### src/rtl/pwm_pkg.sv
// Shared definitions for the PWM compare block:
// FSM encoding and the duty clamp helper.
package pwm_pkg;

  localparam logic [1:0] IDLE = 2'd0;
  localparam logic [1:0] SYNC = 2'd1;
  localparam logic [1:0] RUN  = 2'd2;

  function automatic logic [31:0] clamp_duty(
    input logic [31:0] d,
    input logic [31:0] max
  );
    return (d > max) ? max : d;
  endfunction

endpackage

### src/rtl/pwm_compare_if.sv
// Duty-value valid/ready channel into pwm_compare.
// Master supplies the duty, slave is the PWM block.
interface pwm_compare_if #(
  parameter int unsigned bits = 4
);

  logic [bits:0] duty_in;
  logic          duty_valid;
  logic          duty_ready;

  modport master (
    output duty_in,
    output duty_valid,
    input  duty_ready
  );

  modport slave (
    input  duty_in,
    input  duty_valid,
    output duty_ready
  );

endinterface

### src/rtl/pwm_compare_duty_shadow.sv
// Duty handshake, clamp, shadow (pending) register
// and the committed duty with its boundary bypass.
module duty_shadow
  import pwm_pkg::*;
#(
  parameter int unsigned bits = 4
) (
  input  logic          clk,
  input  logic          reset_n,
  input  logic          is_run,
  input  logic          boundary,
  input  logic [bits:0] duty_in,
  input  logic          duty_valid,
  output logic          duty_ready,
  output logic [bits:0] duty_eff
);

  localparam logic [31:0] MAXD = 32'(1) << bits;

  logic          pend_q, pend_d;
  logic [bits:0] pval_q, pval_d;
  logic [bits:0] act_q, act_d;
  logic [bits:0] din_c;
  logic          xfer;
  logic          commit;

  assign duty_ready = !pend_q;
  assign xfer       = duty_valid && !pend_q;
  assign commit     = boundary && pend_q;
  assign din_c      = (bits+1)'(clamp_duty(32'(duty_in), MAXD));
  assign duty_eff   = commit ? pval_q : act_q;

  // A value taken on the RUN-exit boundary is still
  // pending in IDLE; it drains at the next wrap.
  always_comb begin
    pend_d = pend_q;
    pval_d = pval_q;
    act_d  = act_q;
    if (commit) begin
      act_d  = pval_q;
      pend_d = 1'b0;
    end
    if (xfer) begin
      if (is_run) begin
        pend_d = 1'b1;
        pval_d = din_c;
      end else begin
        act_d = din_c;
      end
    end
  end

  always_ff @(posedge clk or negedge reset_n) begin
    if (!reset_n) begin
      pend_q <= 1'b0;
      pval_q <= '0;
      act_q  <= '0;
    end else begin
      pend_q <= pend_d;
      pval_q <= pval_d;
      act_q  <= act_d;
    end
  end

endmodule

### src/rtl/pwm_compare.sv
// Registered PWM from a free-running count, with
// period-aligned duty updates and enable sequencing.
module pwm_compare
  import pwm_pkg::*;
#(
  parameter int unsigned bits = 4
) (
  input  logic            clk,
  input  logic            reset_n,
  input  logic [bits-1:0] count,
  input  logic            enable,
  pwm_compare_if.slave    duty,
  output logic            pwm,
  output logic            period_tick,
  output logic            active
);

  logic [1:0]    state_q, state_d;
  logic          pwm_q, pwm_d;
  logic          tick_q, tick_d;
  logic          boundary;
  logic          last;
  logic          is_run;
  logic [bits:0] duty_eff;

  assign boundary = (count == '0);
  assign last     = (count == '1);
  assign is_run   = (state_q == RUN);

  duty_shadow #(
    .bits (bits)
  ) u_shadow (
    .clk        (clk),
    .reset_n    (reset_n),
    .is_run     (is_run),
    .boundary   (boundary),
    .duty_in    (duty.duty_in),
    .duty_valid (duty.duty_valid),
    .duty_ready (duty.duty_ready),
    .duty_eff   (duty_eff)
  );

  always_comb begin
    state_d = state_q;
    case (state_q)
      IDLE: if (enable) state_d = SYNC;
      SYNC: begin
        if (!enable)       state_d = IDLE;
        else if (boundary) state_d = RUN;
      end
      RUN:  if (boundary && !enable) state_d = IDLE;
      default: state_d = IDLE;
    endcase
  end

  // Qualify by the state that owns this count, so the
  // wrap that ends a disabled period stays low.
  always_comb begin
    pwm_d  = (state_d == RUN) &&
             ({1'b0, count} < duty_eff);
    tick_d = is_run && last;
  end

  always_ff @(posedge clk or negedge reset_n) begin
    if (!reset_n) begin
      state_q <= IDLE;
      pwm_q   <= 1'b0;
      tick_q  <= 1'b0;
    end else begin
      state_q <= state_d;
      pwm_q   <= pwm_d;
      tick_q  <= tick_d;
    end
  end

  assign pwm         = pwm_q;
  assign period_tick = tick_q;
  assign active      = is_run;

endmodule
### src/flat_wrapper.sv
// flat-port wrapper written by rule: the top's interface ports become plain ports
module pwm_compare_flat import pwm_pkg::*;
#(
  parameter int unsigned bits = 4
)
  (clk, reset_n, count, enable, pwm, period_tick, active, duty_duty_in, duty_duty_valid, duty_duty_ready);
  pwm_compare_if #(.bits(bits)) duty_i ();
  input  logic clk;
  input  logic reset_n;
  input  logic [bits-1:0] count;
  input  logic enable;
  output logic pwm;
  output logic period_tick;
  output logic active;
  input wire logic [$bits(duty_i.duty_in)-1:0] duty_duty_in;
  input wire logic [$bits(duty_i.duty_valid)-1:0] duty_duty_valid;
  output wire logic [$bits(duty_i.duty_ready)-1:0] duty_duty_ready;
  assign duty_i.duty_in = duty_duty_in;
  assign duty_i.duty_valid = duty_duty_valid;
  assign duty_duty_ready = duty_i.duty_ready;
  pwm_compare #(.bits(bits)) u_core (.clk(clk), .reset_n(reset_n), .count(count), .enable(enable), .duty(duty_i), .pwm(pwm), .period_tick(period_tick), .active(active));
endmodule
### config.mk
export PLATFORM = sky130hd
export DESIGN_NAME = pwm_compare_flat
export DESIGN_NICKNAME = d
export VERILOG_FILES = /design/src/rtl/pwm_pkg.sv /design/src/rtl/pwm_compare_if.sv /design/src/rtl/pwm_compare_duty_shadow.sv /design/src/rtl/pwm_compare.sv /design/src/flat_wrapper.sv
export SDC_FILE = /design/constraint.sdc
export NUM_CORES = 1
export LEC_CHECK = 0
export ABC_AREA = 1
export BUFFER_PORTS_ARGS = -buffer_cell sky130_fd_sc_hd__buf_4
export CORE_MARGIN = 2
export CORE_UTILIZATION = 47
export CTS_CLUSTER_SIZE = 12
export DETAILED_ROUTE_END_ITERATION = 16
export GPL_TIMING_DRIVEN = 0
export PLACE_DENSITY = 0.73
export SYNTH_ARGS = -nofsm -noshare
export SYNTH_HDL_FRONTEND = slang
export SYNTH_SLANG_ARGS = --single-unit
### constraint.sdc
create_clock -name clk -period 1.62 [get_ports clk]
set_input_delay 0.324 -clock clk [delete_from_list [all_inputs] [get_ports clk]]
set_output_delay 0.324 -clock clk [all_outputs]
set_load 0.005 [all_outputs]
### Word-level counts from Yosys, hierarchy flattened

Cells that the tools add are included.

* $lt $le $gt $ge: 2
* reductions and logical operators: 10
* muxes and demuxes: 12
* equality and inequality tests: 4

Operators by type and width (number)
* 2-to-1 mux 5 bit: 4
* 2-to-1 mux 2 bit: 4
* one-hot mux 2 bit (3 select lines): 1
* greater-than comparator 5 bit (second input constant): 1
* logical AND 1 bit: 5
* < comparator 4 x 5 -> 1 bit: 1
* equality test 2 bit (second input constant): 2
* equality test 4 bit (second input constant): 1
* logical NOT 4 bit: 1
* 2-to-1 mux 1 bit: 3
* equality test 2 x 1 -> 1 bit (second input constant): 1
* logical NOT 1 bit: 2
* logical NOT 2 bit: 1
* AND reduction 2 bit: 1

* word-level logic and storage cells: 34
* output and inout port bits: 4
* flip-flop bits (word level): 15

### Longest topological paths before layout

* depth after elaboration: 6
* mapped depth: 12

### Cells and area by module

A second synthesis with hierarchy kept.

* cell total of the unflattened synthesis: 109
* area total of the unflattened synthesis: 862.1 um^2

By module, submodules not included
* duty_shadow: cells each 68, times used 1, area an instance 565.5 um^2, seq. area each 275.3 um^2
* pwm_compare: cells each 41, times used 1, area an instance 296.5 um^2, seq. area each 100.1 um^2

### Worst setup path before layout

No wires, ideal clock.

* path kind: reg2reg
* start point: register u_core.u_shadow.pend_q
* end point: register u_core.pwm_q, in the netlist u_core.pwm
* cell stages (with the launch flop): 11
* path slack: 0.095 ns
* arrival: 1.454 ns
* cells stage by stage: dfrtp_1 -> nand3_2 -> clkinv_2 -> nand2_1 -> o21a_1 -> inv_1 -> ha_1 -> a21o_2 -> nand3_1 -> nand3_1 -> nor2_1

* longest elaborated chain between the ends: 4

Ends and longest elaborated chain
* from (decl): RTL line pwm_compare_duty_shadow.sv:20 `logic pend_q, pend_d;`
* from (signal assigned): RTL line pwm_compare_duty_shadow.sv:59 `pend_q <= pend_d;`
* logical AND 1 bit: RTL line pwm_compare_duty_shadow.sv:29 `assign commit = boundary && pend_q;`
* 2-to-1 mux 5 bit: RTL line pwm_compare_duty_shadow.sv:31 `assign duty_eff = commit ? pval_q : act_q;`
* < comparator 4 x 5 -> 1 bit: RTL line pwm_compare.sv:60 `({1'b0, count} < duty_eff);`
* logical AND 1 bit: RTL line pwm_compare.sv:59 `pwm_d = (state_d == RUN) &&`
* net u_core.pwm_d: RTL line pwm_compare.sv:19 `logic pwm_q, pwm_d;`
* to (signal assigned): RTL line pwm_compare.sv:71 `pwm_q <= pwm_d;`
* to (decl): RTL line pwm_compare.sv:19

The timed path passes the listed nets, and every way through them passes these cells.
A chain may end at the register's enable or synchronous reset.

### Worst setup path after layout

Ends and elaborated chain as after synthesis.

==> flow_metrics.py <==
metrics = {
    "outcome": {
        "status": "finished clean",
    },
    "place": {
        "io_buffers": 16,
        "pre_cts_ws_ns": -0.1651,
        "gp_congestion": 0.7910,
        "dp_cells": 141,
        "hpwlAfterDp_microns": 1300,
    },
    "synthesis": {
        "ys_seq_area_share_pct": 44.91,
        "synthTopCellsByArea": "dfrtp_1, nand2_1, inv_1, nor2_4, ha_1",
        "avgSynthCellArea_sq_um": 8.358,
        "synth_top_area_share_pct": 44.91,
        "synthesis.area_sq_um": 835.8,
        "synth-edff-count": 0,
        "yosysTopAreaCell": "dfrtp_1",
        "synth_warnings": 0,
        "netlist-cell-type-count": 23,
        "synth.ff_latch_count": 15,
        "syn_nets": 116,
        "yosysMostFrequentCell": "nand2_1",
        "ys.flop_type": "dfrtp_1",
        "synth_common_cells": "nand2_1, inv_1, dfrtp_1",
        "async_flop_share_pct": 100.0,
        "syn_inst": 100,
    },
    "detailed_routing": {
        "drt-pass1-iter-count": 4,
        "num_vias": 740,
        "drc": 0,
        "wl_microns": 1768,
        "wire_per_inst_microns": 11.56,
        "vias_per_cell": 4.837,
        "drt_iter0_drc": 14,
        "ant_nets": 0,
    },
    "cts": {
        "htreeDepth": 1,
        "clock_sinks": 15,
        "cts_buffers": 3,
        "cts-root-buf": "clkbuf_4",
        "clock_latency_ns": 0.29,
        "clockBufferDepth": 2,
        "clk_pin_slew_ns": 0.09,
        "tritoncts": "built",
    },
    "setup_path": {
        "slowest_stage": "dfrtp_1",
        "slowest_delay_ns": 0.42,
        "worstPathMaxFanout": 5,
        "rrSetupSlack_ns": 0.03,
        "critPathCaptureType": "flop",
        "cp_top_family": "flip-flops",
        "required_ns": 1.81,
        "worst-path-buf-inv": 4,
        "cp_cell_sequence": "nand3_2 > clkinv_4 > buf_4 > o21a_1 > inv_1 > ha_1 > nand2_1 > inv_2 > nand3_2 > nor2_2 > nor2_1",
        "worstPathArrival_ns": 1.79,
        "critPathKind": "reg -> reg",
        "start_kind": "flop",
        "crit_top_cell": "nand3_2",
    },
    "floorplan": {
        "die_w_microns": 46.17,
        "die_h_microns": 46.17,
        "num_rows": 15,
        "initial_utilization_pct": 48.94,
        "die-area_sq_mm": 0.002132,
        "io_pins": 17,
        "fp.coreArea_sq_mm": 0.001708,
    },
    "power_and_ir_drop": {
        "p_int_w": 0.0006726,
        "p_sw_w": 0.0003112,
        "powerDensity_mw_per_mm2": 884.5,
        "swShare_pct": 31.63,
        "power_w": 0.0009839,
        "clockPowerShare_pct": 22.0,
        "seqPwrFrac_pct": 46.5,
        "power_frac_comb_pct": 31.4,
        "power_leakage_nw": 0.5438,
        "vdd_ir_drop_max_uv": 488.4,
    },
    "sta": {
        "setup_ws_ns": 0.02516,
        "setup_viol": 0,
        "hold_viol": 0,
        "skew_ns": 0.005916,
        "fin_crit_sh_pct": 98.45,
        "tns_ns": 0,
        "drv_slew": 0,
        "relSlewSlack_pct": 86.85,
        "timing.fmax_mhz": 627.0,
        "worst_slew_pin_slew_ns": 0.1972,
        "min_period_ns": 1.595,
        "rsz0062_at_grt": "yes",
    },
    "job": {
        "drv_cap": 0,
    },
    "cells_and_area": {
        "nets": 145,
        "area_delta_synth_final_pct": 33.08,
        "stdcell_count": 153,
        "layout-drive-gt1-share_pct": 39.06,
        "insertedDiodeCount": 0,
    },
    "grt": {
        "grt_pass1_wl_microns": 2891,
        "grt_overflow": 0,
        "antenna_found_initial": 0,
        "grt_pass1_vias": 699,
        "grt_max_degree": 16,
        "grt_usage_pct": 19.32,
    },
    "worst_hold_path": {
        "hold_path.class": "in -> reg",
    },
}
## cell families (layout without fill, tap and decap cells)
| logic type | after synthesis | after routing | share of synthesized area [%] |
|---|---|---|---|
| and+or+nand+nor | 44 | 44 | 28.44 |
| buffers and inverters | 23 | 51 | 10.48 |
| AOI/OAI and AO/OA | 15 | 15 | 11.68 |
| DFF | 15 | 15 | 44.91 |
| adders and majority gates | 3 | 3 | 4.491 |
## metal layers
layer	vias up	wire, microns	track usage, %	part of all wire, %
li1	379	-	-	-
met1	333	797	25.80	45
met2	24	854	31.11	48
met3	4	92	2.353	5.2
met4	0	23	8.571	1.3
met5	-	0	0	0
## cell type report
class,instances,area (sq um)
Multi-Input combinational cell,62,405.4
Timing Repair Buffer,24,182.7
Inverter,23,91.34
Clock buffer,4,26.28
Tap cell,25,31.28
Sequential cell,15,375.4
Fill cell,145,595.6
## placed cells by master (no fill, tap or decap), types with 3 or more instances in the layout
cell / instances
o21a_1: 3
inv_1: 16
clkbuf_4: 3
nand4_1: 3
o21ai_1: 4
buf_4: 23
nand2_2: 4
nand2_1: 19
dfrtp_1: 15
nor2_4: 4
nand3_2: 4
inv_2: 5
nor2_1: 4
o22ai_1: 4
## state kept, by name (all words and copies together), names as in the netlist
register / flops
u_core.period_tick: 1
u_core.pwm: 1
u_core.state_q: 2
u_core.u_shadow.act_q: 5
u_core.u_shadow.pend_q: 1
u_core.u_shadow.pval_q: 5
## power by group through the flow
stage / logic [W] / clock network, W / registers [W]
6_report: 0.000309 / 0.000217 / 0.000458
5_1_grt: 0.000347 / 0.000236 / 0.000462
4_1_cts: 0.000256 / 0.000219 / 0.000457
3_5_place_dp: 0.000243 / 0 / 0.000464
3_3_place_gp: 0.000232 / 0 / 0.000461
2_1_floorplan: 0.000164 / 0 / 0.000458
## path summary, 6_finish.rpt
| path | end | startpoint | cells after the start |
|---|---|---|---|
| min in group asynchronous | u_core.pwm | reset_n | 2 |
| worst max-delay path | u_core.pwm | u_core.u_shadow.pend_q | 11 |
| worst min register to register | u_core.u_shadow.pval_q[1] | u_core.u_shadow.pval_q[1] | 2 |
| worst min-delay path | u_core.state_q[0] | enable | 3 |
| max in group asynchronous | u_core.u_shadow.act_q[0] | reset_n | 2 |
| worst max register to register | u_core.pwm | u_core.u_shadow.pend_q | 11 |
## through the flow
stage	area [sq um]	hold slack (ns)	util, %
finish	1112	0.3032	65.13
global route	1112	0.3117	65.13
CTS	1057	0.2929	61.90
detailed placement	987.2	0.1878	57.80
global placement	987.2	0.1891	57.80
floorplan	835.8	0.02841	-
## tightest hold or removal path, stage by stage
cell and delay, ns:
buf_4 0.09, o211ai_1 0.08, inv_1 0.06
## timing repair
action	in CTS	in global routing
buffers inserted	4	3
endpoints found under the hold margin	15	0
pin swaps	1	4
endpoints found under the setup margin	1	1
resized for setup	1	8
hold buffers	1	0
(Power assumes the default switching activity.)
